==> src/rtl/fifo_mem_bank.sv <==
// fifo_mem_bank: per-channel FIFO word storage with byte enables, per-byte even parity,
// sticky parity error and a saturating count of writes blocked by full.
module fifo_mem_bank #(
    parameter int PTR_WIDTH = 3,
    parameter int DATA_WIDTH = 8,
    parameter int DEPTH = 8,
    parameter int NUM_CH = 2,
    parameter int READ_REG = 0,
    parameter int CLR_ON_RST = 1,
    localparam int CH_W = (NUM_CH > 1) ? $clog2(NUM_CH) : 1,
    localparam int BE_W = DATA_WIDTH / 8
) (
    input  logic                  RST,
    input  logic                  wclk,
    input  logic                  rclk,
    input  logic                  winc,
    input  logic                  wfull,
    input  logic [CH_W-1:0]       wch,
    input  logic [PTR_WIDTH-1:0]  waddr,
    input  logic [DATA_WIDTH-1:0] wdata,
    input  logic [BE_W-1:0]       wbe,
    input  logic                  par_inv,
    input  logic [CH_W-1:0]       rch,
    input  logic [PTR_WIDTH-1:0]  raddr,
    input  logic                  rinc,
    output logic [DATA_WIDTH-1:0] rdata,
    output logic                  rvalid,
    output logic                  perr,
    output logic [7:0]            ovf_cnt
);
    logic [DATA_WIDTH-1:0] mem [NUM_CH][DEPTH];
    logic [BE_W-1:0]       par [NUM_CH][DEPTH];
    logic                  wr_ok, rd_ok, rd_err;
    logic [DATA_WIDTH-1:0] wword, rword;
    logic [BE_W-1:0]       wpar, rpar;

    assign wr_ok = winc && !wfull && (32'(wch) < NUM_CH) && (32'(waddr) < DEPTH);
    assign rd_ok = (32'(rch) < NUM_CH) && (32'(raddr) < DEPTH);

    // Merge enabled lanes into the addressed word so one whole-word store covers any wbe
    always_comb begin
        wword = mem[wch][waddr];
        wpar = par[wch][waddr];
        for (int k = 0; k < BE_W; k++) begin
            wword[8*k +: 8] = wbe[k] ? wdata[8*k +: 8] : wword[8*k +: 8];
            wpar[k] = wbe[k] ? (^wdata[8*k +: 8]) ^ par_inv : wpar[k];
        end
    end

    // Out-of-range reads see zero data with zero parity, so they never flag an error
    assign rword = rd_ok ? mem[rch][raddr] : '0;
    assign rpar = rd_ok ? par[rch][raddr] : '0;

    always_comb begin
        rd_err = 1'b0;
        for (int k = 0; k < BE_W; k++)
            rd_err = rd_err | ((^rword[8*k +: 8]) != rpar[k]);
        rd_err = rd_err && rinc;
    end

    generate
        if (CLR_ON_RST != 0) begin : g_clr
            always_ff @(posedge wclk or negedge RST) begin
                if (!RST) begin
                    for (int c = 0; c < NUM_CH; c++)
                        for (int a = 0; a < DEPTH; a++) begin
                            mem[c][a] <= '0;
                            par[c][a] <= '0;
                        end
                end else if (wr_ok) begin
                    mem[wch][waddr] <= wword;
                    par[wch][waddr] <= wpar;
                end
            end
        end else begin : g_noclr
            always_ff @(posedge wclk) begin
                if (RST && wr_ok) begin
                    mem[wch][waddr] <= wword;
                    par[wch][waddr] <= wpar;
                end
            end
        end
    endgenerate

    always_ff @(posedge wclk or negedge RST) begin
        if (!RST)
            ovf_cnt <= '0;
        else if (winc && wfull && ovf_cnt != 8'hff)
            ovf_cnt <= ovf_cnt + 8'd1;
    end

    generate
        if (READ_REG != 0) begin : g_rreg
            always_ff @(posedge rclk or negedge RST) begin
                if (!RST) begin
                    rdata <= '0;
                    rvalid <= 1'b0;
                    perr <= 1'b0;
                end else if (rinc) begin
                    rdata <= rword;
                    rvalid <= 1'b1;
                    perr <= perr | rd_err;
                end else begin
                    rvalid <= 1'b0;
                end
            end
        end else begin : g_rcomb
            logic unused_rclk;
            assign unused_rclk = rclk;
            assign rdata = RST ? rword : '0;
            assign rvalid = RST && rinc;
            always_ff @(posedge wclk or negedge RST) begin
                if (!RST)
                    perr <= 1'b0;
                else
                    perr <= perr | rd_err;
            end
        end
    endgenerate
endmodule

==> config.mk <==
export PLATFORM = sky130hd
export DESIGN_NAME = fifo_mem_bank
export DESIGN_NICKNAME = d
export VERILOG_FILES = /design/src/rtl/fifo_mem_bank.sv
export SDC_FILE = /design/constraint.sdc
export NUM_CORES = 1
export LEC_CHECK = 0
export ABC_CLOCK_PERIOD_IN_PS = 2900
export CELL_PAD_IN_SITES_DETAIL_PLACEMENT = 1
export CELL_PAD_IN_SITES_GLOBAL_PLACEMENT = 1
export CORE_MARGIN = 3
export CORE_UTILIZATION = 48
export CTS_BUF_LIST = sky130_fd_sc_hd__clkbuf_4 sky130_fd_sc_hd__clkbuf_8
export CTS_CLUSTER_SIZE = 40
export DETAILED_ROUTE_END_ITERATION = 12
export PLACE_DENSITY = 0.83
export SLEW_MARGIN = 10
export SYNTH_ARGS = -nofsm -noshare
export SYNTH_HDL_FRONTEND = slang
export SYNTH_SLANG_ARGS = --single-unit
export TNS_END_PERCENT = 50
==> constraint.sdc <==
create_clock -name wclk -period 2.9 [get_ports wclk]
set_clock_uncertainty 0.15 [all_clocks]
set_input_delay 0.58 -clock wclk [delete_from_list [all_inputs] [get_ports wclk]]
set_output_delay 0.58 -clock wclk [all_outputs]
set_load 0.03 [all_outputs]
Yosys cells after proc, flatten, opt, wreduce, memory -nomap -nowiden
Cells that the tools add are included.
Widths: inputs -> output; s select.
{"block": "classes", "mul": 0, "n_addsub": 1, "n_reduce_logical": 10, "shifts": 0, "div": 0, "n_bitwise": 6, "order_cmp": 6, "n_eq_ne": 2, "n_mux": 37}
{"cell": "$mux 64", "n": 7}
{"cell": "$bwmux 128", "n": 1}
{"cell": "$mux 8", "n": 14}
{"cell": "$demux 64 s1", "n": 1}
{"cell": "$bmux 8 s3", "n": 2}
{"cell": "$demux 8 s3", "n": 1}
{"cell": "$bwmux 16", "n": 1}
{"cell": "$reduce_xor 8->1", "n": 2}
{"cell": "$add 8x1->8 const B", "n": 1}
{"cell": "$demux 8 s1", "n": 1}
{"cell": "$ge 4x4->1 const B", "n": 2}
{"cell": "$ne 8x8->1 const B", "n": 1}
{"cell": "$not 3->4", "n": 2}
{"cell": "$logic_and 1x1->1", "n": 7}
{"cell": "$bmux 1 s3", "n": 2}
{"cell": "$mux 1", "n": 6}
{"cell": "$ge 2x2->1 const B", "n": 2}
{"cell": "$lt 4x1->1 const B", "n": 1}
{"cell": "$not 1->2", "n": 2}
{"cell": "$demux 1 s3", "n": 1}
{"cell": "$lt 2x1->1 const B", "n": 1}
{"cell": "$logic_not 1->1", "n": 1}
{"cell": "$ne 1x1->1", "n": 1}
{"cell": "$or 1x1->1", "n": 1}
{"cell": "$xor 1x1->1", "n": 1}
{"block": "word_totals", "n_memories": 0, "latch_bits": 0, "in_bits": 24, "regBits": 153, "output_inout_bits": 18, "ram_bits": 0, "wordCells": 96, "rom_bits": 0}

Longest topological paths before layout
Gate-level depths: netlist of run 1.
{"block": "logic_depth", "depth_word": 11, "mapped_depth": 10, "ltp_nobuf": 7}

Worst setup path after synthesis of run 1
Ideal clock, no wire load.
{"block": "synth_timing", "path_kind": "input port to output port", "startpoint": "input port raddr[0]", "endpoint": "output port rdata[4]", "arrival_time_ns": 2.383, "required_time_ns": 2.170, "cell_stages": 6, "n_path_buf": 3, "path_slack_ns": -0.213, "cell_sequence": "buf_2 > buf_2 > clkbuf_1 > mux4_2 > mux4_2 > and2_1"}
{"block": "synth_via", "elab_chain_cells": 5}
{"element": "from (decl)", "line": "24", "text": "input logic [PTR_WIDTH-1:0] raddr,"}
{"element": "$not 3->4 (not written as such)", "line": "51", "text": "assign rword = rd_ok ? mem[rch][raddr] : '0;"}
{"element": "$bmux 8 s3", "line": "51"}
{"element": "$mux 8 (not written as such) (2 in a row)", "line": "51"}
{"element": "$mux 8", "line": "110", "text": "assign rdata = RST ? rword : '0;"}
{"element": "to (decl)", "line": "26", "text": "output logic [DATA_WIDTH-1:0] rdata,"}
Every way passes these cells. The select of a mux whose other input is x is not followed.

Final worst setup path of run 1
{"block": "layout_timing", "startpoint": "input port rch", "endpoint": "output port rdata[3]"}
{"block": "layout_via", "elab_chain_cells": 8}
{"element": "from (decl)", "line": "23", "text": "input logic [CH_W-1:0] rch,"}
{"element": "$not 1->2 (not written as such)", "line": "51"}
{"element": "$mux 64 (not written as such) (3 in a row)", "line": "51"}
{"element": "$bmux 8 s3", "line": "51"}
{"element": "$mux 8 (not written as such) (2 in a row)", "line": "51"}
{"element": "$mux 8", "line": "110"}
Every way passes these cells. The select of a mux whose other input is x is not followed.

==> results of run 1 <==
routing by layer:
metal  part of all wire [%]  vias up  track usage, %
li1                       -     2371               -
met4                    3.3        0           12.17
met1                     39     3084           35.67
met2                     50      230           47.40
met3                    6.9       63           8.931
met5                      0        -               0
layout make-up:
cell class / count / area (µm²)
Clock buffer: 18 / 247.7
Clock inverter: 14 / 242.7
Inverter: 2 / 7.507
Sequential cell: 153 / 3829
Multi-Input combinational cell: 344 / 4357
Fill cell: 1538 / 6426
Tap cell: 220 / 275.3
Timing Repair Buffer: 159 / 1493
state kept, by name, summed over array words and instances, names as in the netlist:
register / flops
ovf_cnt: 8
perr: 1
par: 16
mem: 128
timing repair:
| item | CTS | global route |
|---|---|---|
| cloned | 5 | 0 |
| resized for setup | 71 | 9 |
| hold endpoints to repair | 19 | 0 |
| pin swaps | 3 | 0 |
| hold buffers | 1 | 0 |
| buffers inserted | 14 | 0 |
| endpoints found under the setup margin | 22 | 25 |
final timing paths:
kind	startpoint	to	slack, ns	depth (start not counted)
worst max register to register	mem[7]	perr	0.10	8
worst max-delay path	rch	rdata[3]	-0.02	7
worst min-delay path	perr	perr	0.34	1
max in group asynchronous	RST	mem[29]	1.27	3
min in group asynchronous	RST	mem[57]	0.42	2
worst min register to register	perr	perr	0.34	1
worst register-to-register path, stage by stage, from the launching register on:
cell,delay (ns)
dfrtp_1,0.42
mux4_2,0.48
mux4_2,0.50
buf_4,0.15
xor2_1,0.15
buf_4,0.15
xnor3_1,0.39
xnor2_1,0.14
a21o_1,0.18
logic make-up after synthesis:
logic type,Yosys count
multiplexers,240
flip-flops,153
AND/OR/NAND/NOR,65
XOR/XNOR,22
buffers and inverters,38
AO/OA/AOI/OAI,16
adder cells (fa/ha/maj),1
layout by cell type, fill, tap and decap left out, drive strengths merged, types with 2 or more instances in the layout:
cell,n
and2,9
inv,4
a22oi,4
clkinv,3
bufbuf,3
a211oi,2
xor2,5
nor2,10
bufinv,6
nand3,12
nand4,3
xnor2,16
buf,129
mux4,80
dfrtp,153
clkbuf,18
nor3b,3
mux2i,7
mux2,153
nand3b,2
nor3,3
clkinvlp,3
o22ai,2
a21oi,2
nand2,16
or3b,2
clkdlybuf4s50,25
nor2b,3
power breakdown:
group	leakage, nW	switching [mW]	total [mW]	internal (mW)
clock	0.236	0.884	2.02	1.14
combinational	2.53	0.849	2.04	1.19
sequential	2.01	0.391	2.96	2.57
stage by stage:
stage	setup WS [ns]	setup TNS, ns
after global routing	-0.1024	-0.5086
after detailed placement	-0.7581	-35.37
after floorplan	-0.002777	-0.002777
final	-0.01953	-0.03395
after CTS	-0.01403	-0.02283
after global placement	-0.7101	-22.56
==> qor.yml, run 1 <==
rsz0062_at_grt: "true"
worst_pin_slew_ns: 0.7373
synthAdderAreaFrac_pct: 0.1483
clkTransAtPathRegs_ns: 0.09
coreArea_um2: 16880
grt_max_degree: 46
fin_crit_sh_pct: 100.7
gr-total-overflow: 0
die_h_um: 138.6
slowest_delay_ns: 0.51
start_kind: "primary input"
synth-seq-cells: 153
cp_data_arrival_time_ns: 2.19
total_power_mw: 7.019
nets: 702
ys_types: 41
yosys_most_used_dff: "dfrtp_1"
antenna_found_initial: 0
die_area_um2: 19200
synth_edf_count: 0
firstDrtPassIters: 4
fmax_ghz: 0.3425
remaining_drc_errors: 0
min_path_type: "register to register"
ios: 42
core.rowCount: 47
die_x_um: 138.6
slew_violations: 0
fin_util_pct: 61.92
path_cells: "buf_12 > bufbuf_16 > mux4_2 > a22oi_1 > nand3_1 > and2_1 > buf_2"
place_hpwl_mm: 17.76
gp_congestion: 0.8667
crit_type: "primary input to output port"
drive_above_1_share_pct: 58.12
vias: 5748
yosys_warnings: 0
port_buffers: 40
critical-path-top-delay-family: "buffers and inverters"
synth_compound_area_share_pct: 1.394
hold_viol_final: 0
cp-end-kind: "output port"
drt_wl_total_mm: 26.64
grtUsageTotal_pct: 28.86
cts_tree: "built"
clock-sinks: 153
area_growth_pct: 23.88
dp_cells: 858
worst_hold_slack_ns: 0.3365
vias_per_cell: 6.316
synthMuxAreaShare_pct: 43.67
cap_viol_max_count: 0
violations: "negative setup slack"
status: "finished, violations left"
leakage_nw: 4.784
initial_utilization_pct: 49.99
fin_area_um2: 10450
cp_max_fo: 10
cts_max_level: 4
critPathRequiredTime_ns: 2.17
async_reset_ff_share_pct: 100.0
routedWlPerCell_um: 29.27
synth_xor_area_share_pct: 2.536
netlist_area_um2: 8437
netlist_top_cells_area: "dfrtp_1 (45%), mux2_2 (20%), mux4_2 (15%)"
crit_slowest_cell: "mux4_2"
synth_top_family_by_area: "multiplexers"
cts_inserted_buffers: 17
postSynthCellCount: 535
yosys.area_share.simple_pct: 4.197
synth_seq_area_share_pct: 45.38
drt_iter0_drc: 436
insertion_delay_ns: 0.48
setup_ws_ns: -0.01953
relSlewSlack_pct: 50.85
root_buffer: "clkbuf_8"
grt_pass1_vias: 6538
powerDensity_nw_per_um2: 671.6
synth_commonest_cells: "dfrtp_1 (153), mux2_2 (153), mux4_2 (56), mux4_1 (24)"
max-clock-path-buffers: 2
syn_nets: 560
crit_buf_inv: 3
yosysTopAreaCellShare_pct: 45.38
finalSetupViolCount: 3
stdcell_count: 910
min_period_ns: 2.920
postSynthAreaPerCell_um2: 15.77
synth_top_area_cell: "dfrtp_1"
antenna_cells: 0
postRouteAntennaNets: 0
dpl_cell_area_um2: 9713
vdd_ir_drop_max_mv: 0.6179
grt_pass1_wl_mm: 41.21
Power figures use the tool's default switching activity.
==> inputs of run 2 (changes only) <==
--- a/config.mk
+++ b/config.mk
@@ -14,6 +14,8 @@
 export CTS_CLUSTER_SIZE = 40
 export DETAILED_ROUTE_END_ITERATION = 12
 export PLACE_DENSITY = 0.83
+export REMOVE_ABC_BUFFERS = 1
+export SKIP_CTS_REPAIR_TIMING = 1
 export SLEW_MARGIN = 10
 export SYNTH_ARGS = -nofsm -noshare
 export SYNTH_HDL_FRONTEND = slang
==> qor.yml, run 2 (synthesis results as in run 1) <==
min_period_ns: 3.090
dp_cells: 870
min_path_type: "primary input to async pin"
worst_hold_slack_ns: 0.03525
worst_pin_slew_ns: 0.8945
gr-total-overflow: 0
cp-startpoint: "rch"
powerDensity_nw_per_um2: 648.1
start_kind: "primary input"
die_x_um: 138.6
crit_end: "rdata[4]"
nets: 715
relSlewSlack_pct: 40.17
r2r_slack_ns: 0.01
postRouteAntennaNets: 0
worst-r2r-cell-count: 7
grt_pass1_vias: 6526
layout_common_cells: "mux2_2 (153), dfrtp_1 (153), buf_4 (108), mux4_2 (75), clkdlybuf4s50_1 (27)"
grt_pass1_wl_mm: 39.51
die_area_um2: 19200
r2r-start: "par[7]"
vdd_ir_drop_max_mv: 0.4995
cts_inserted_buffers: 17
clkTransAtPathRegs_ns: 0.09
grtUsageTotal_pct: 27.42
fin_crit_sh_pct: 106.5
largest_register_ff_count: 128
cp_data_arrival_time_ns: 2.36
insertion_delay_ns: 0.47
vias: 5925
remaining_drc_errors: 0
grt_max_degree: 82
routedWlPerCell_um: 29.73
setup_ws_ns: -0.1898
ios: 42
hold_viol_final: 0
rr_endpoint: "perr"
initial_utilization_pct: 49.99
area_growth_pct: 25.02
place_hpwl_mm: 18.68
drt_wl_total_mm: 27.38
seqCellArea_um2: 3829
cap_viol_max_count: 0
dpl_cell_area_um2: 9847
cts_max_level: 4
finalSetupTns_ns: -0.9661
cp-end-kind: "output port"
vias_per_cell: 6.433
die_h_um: 138.6
dp_slack_ns: -0.7552
drt_iter0_drc: 465
max-clock-path-buffers: 2
core.rowCount: 47
status: "finished, violations left"
crit_type: "primary input to output port"
fin_area_um2: 10550
coreArea_um2: 16880
cp_max_fo: 6
finalSetupViolCount: 8
firstDrtPassIters: 5
rsz0062_at_grt: "true"
root_buffer: "clkbuf_8"
drive_above_1_share_pct: 60.49
critPathRequiredTime_ns: 2.17
num-fill-cells: 1546
multi_input_comb_area_um2: 4369
leakage_nw: 4.778
regMostFlops: "mem"
slew_violations: 0
port_buffers: 40
stdcell_count: 921
gp_congestion: 0.8875
violations: "negative setup slack"
cts_tree: "built"
fmax_ghz: 0.3236
antenna_cells: 0
antenna_found_initial: 0
reg_top3: "mem: 128 flops, par: 16 flops, ovf_cnt: 8 flops"
clock-sinks: 153
## run 2: metal layers
| metal | GRT usage (%) | vias up | part of all wire [%] |
|---|---|---|---|
| met5 | 0 | - | 0 |
| met4 | 13.05 | 0 | 5.1 |
| met3 | 7.759 | 100 | 7.1 |
| met2 | 46.07 | 305 | 50 |
| met1 | 32.78 | 3133 | 38 |
| li1 | - | 2387 | - |
## run 2: metrics by stage
step                utilization, %  total power [mW]
global placement             58.34             4.757
detailed placement           58.34             4.950
global route                 62.50             7.131
finish                       62.50             6.836
floorplan                        -             4.027
CTS                          60.81             6.698
## run 2: how the worst min path moves through the flow
stage,to,slack [ns],cells past startpoint
after global routing,mem[48],0.02,2
after floorplan,mem[0],0.13,0
after detailed placement,mem[114],0.31,1
after global placement,perr,0.29,1
after CTS,mem[114],-0.20,1
final,mem[48],0.04,2
## run 2: critical path, cell delays in order
cell	delay (ns)
buf_12	0.09
buf_12	0.13
buf_12	0.11
buf_12	0.11
mux4_2	0.49
mux4_2	0.52
and2_4	0.19
buf_6	0.13
## run 2: area by class of cell
cell class	instances	share of cell area, %
inverter	2	0.07117
sequential	153	36.30
clock inverter	7	1.115
multi-input combinational	344	41.42
clock buffer	23	2.823
tap	220	2.610
timing repair buffer	172	15.66
## run 2: where the power goes
part	internal (mW)	switching, mW	total (mW)
clock network	0.937	0.810	1.75
registers	2.57	0.414	2.98
logic	1.21	0.900	2.11
total	4.71	2.12	6.84
==> inputs of run 3 (changes only) <==
--- a/config.mk
+++ b/config.mk
@@ -16,7 +16,7 @@
 export PLACE_DENSITY = 0.83
 export REMOVE_ABC_BUFFERS = 1
 export SKIP_CTS_REPAIR_TIMING = 1
-export SLEW_MARGIN = 10
+export SLEW_MARGIN = 20
 export SYNTH_ARGS = -nofsm -noshare
 export SYNTH_HDL_FRONTEND = slang
 export SYNTH_SLANG_ARGS = --single-unit
==> qor.yml, run 3 (synthesis results as in run 1) <==
layout_common_cells: "mux2_2 (153), dfrtp_1 (153), buf_4 (109), mux4_2 (70), clkdlybuf4s50_1 (26)"
leakage_nw: 4.774
antenna_found_initial: 0
crit_buf_inv: 5
critPathRequiredTime_ns: 2.17
gr-total-overflow: 0
remaining_drc_errors: 0
fin_util_pct: 62.01
area_growth_pct: 24.04
dp_cells: 870
violations: "negative setup slack"
hold_viol_final: 0
setup_ws_ns: -0.1942
powerDensity_nw_per_um2: 651.4
cts_max_level: 4
r2r_slack_ns: 0.01
fin_crit_sh_pct: 106.7
cts_tree: "built"
cap_viol_max_count: 0
relSlewSlack_pct: 41.45
fin_area_um2: 10470
firstDrtPassIters: 4
slew_violations: 0
port_buffers: 40
clock-sinks: 153
reg_top3: "mem: 128 flops, par: 16 flops, ovf_cnt: 8 flops"
grt_pass1_vias: 6526
nets: 712
cp_max_fo: 8
coreArea_um2: 16880
vias_per_cell: 6.504
cp-startpoint: "rch"
cp-end-kind: "output port"
antenna_cells: 0
routedWlPerCell_um: 30.38
grt_max_degree: 82
min_period_ns: 3.094
worst_pin_slew_ns: 0.8754
worst-r2r-cell-count: 7
rsz0062_at_grt: "true"
regMostFlops: "mem"
clkTransAtPathRegs_ns: 0.09
drive_above_1_share_pct: 59.03
fmax_ghz: 0.3232
rr_endpoint: "perr"
grtUsageTotal_pct: 27.42
drt_wl_total_mm: 27.89
path_cells: "buf_12 > clkbuf_16 > buf_4 > buf_8 > mux4_1 > a22oi_1 > nand3_1 > and2_1 > buf_2"
vdd_ir_drop_max_mv: 0.5007
finalSetupTns_ns: -1.171
place_hpwl_mm: 18.68
vias: 5971
dpl_cell_area_um2: 9847
stdcell_count: 918
die_h_um: 138.6
cts_inserted_buffers: 17
max-clock-path-buffers: 2
core.rowCount: 47
min_path_type: "primary input to async pin"
root_buffer: "clkbuf_8"
critical-path-top-delay-family: "buffers and inverters"
crit_slowest_cell: "mux4_1"
slowest_delay_ns: 0.58
start_kind: "primary input"
initial_utilization_pct: 49.99
crit_type: "primary input to output port"
grt_pass1_wl_mm: 39.51
ios: 42
die_area_um2: 19200
cp_data_arrival_time_ns: 2.36
num-fill-cells: 1553
largest_register_ff_count: 128
r2r-start: "par[7]"
postRouteAntennaNets: 0
drt_iter0_drc: 446
gp_congestion: 0.8875
die_x_um: 138.6
status: "finished, violations left"
insertion_delay_ns: 0.47
finalSetupViolCount: 8
run 3: changes by cell type in the layout (fill, tap and decap cells not counted), sizes merged:
cell,previous run,this run
dlymetal6s2s,0,1
clkbuf,26,27
buf,141,137
clkdlybuf4s50,27,26
run 3: worst register-to-register path, cell delays in order, from the launching register on:
cell,delay [ns]
dfrtp_1,0.40
mux4_1,0.61
mux4_2,0.53
xor2_1,0.22
buf_4,0.17
xnor3_1,0.40
xnor2_1,0.15
a21o_1,0.17
run 3: worst max path at each step:
stage / end / cells after the start
final: rdata[1] / 9
after global routing: rdata[1] / 9
after CTS: rdata[5] / 6
after detailed placement: rdata[5] / 6
after global placement: rdata[4] / 6
after floorplan: perr / 6
run 3: final cells by class:
class / instances / area [µm²] / share of cell area [%]
Timing Repair Buffer: 169 / 1565 / 14.96
Tap cell: 220 / 275.3 / 2.630
Clock buffer: 23 / 297.8 / 2.846
Multi-Input combinational cell: 344 / 4373 / 41.79
Sequential cell: 153 / 3829 / 36.59
Clock inverter: 7 / 117.6 / 1.124
Inverter: 2 / 7.507 / 0.07174
run 3: through the flow:
stage                     power [mW]  setup WS (ns)  hold WS [ns]
after CTS                      6.698        -0.7542       -0.1961
after floorplan                4.027         0.2047        0.1344
after detailed placement       4.950        -0.7552        0.3127
final                          6.817        -0.1942       0.03668
after global placement         4.757        -0.6925        0.2916
after global routing           7.107        -0.2609       0.02498
run 3: where the power goes:
part | leakage [nW] | total, mW | switching [mW] | internal, mW
Combinational | 2.55 | 2.09 | 0.901 | 1.19
Clock | 0.204 | 1.73 | 0.797 | 0.937
Sequential | 2.01 | 2.99 | 0.426 | 2.57
Total | 4.77 | 6.82 | 2.12 | 4.69
run 3: routing by layer:
metal | GRT usage, % | wire length [µm]
met1 | 32.78 | 10770
met3 | 7.759 | 1917
met4 | 13.05 | 1306
met2 | 46.07 | 13900
met5 | 0 | 0
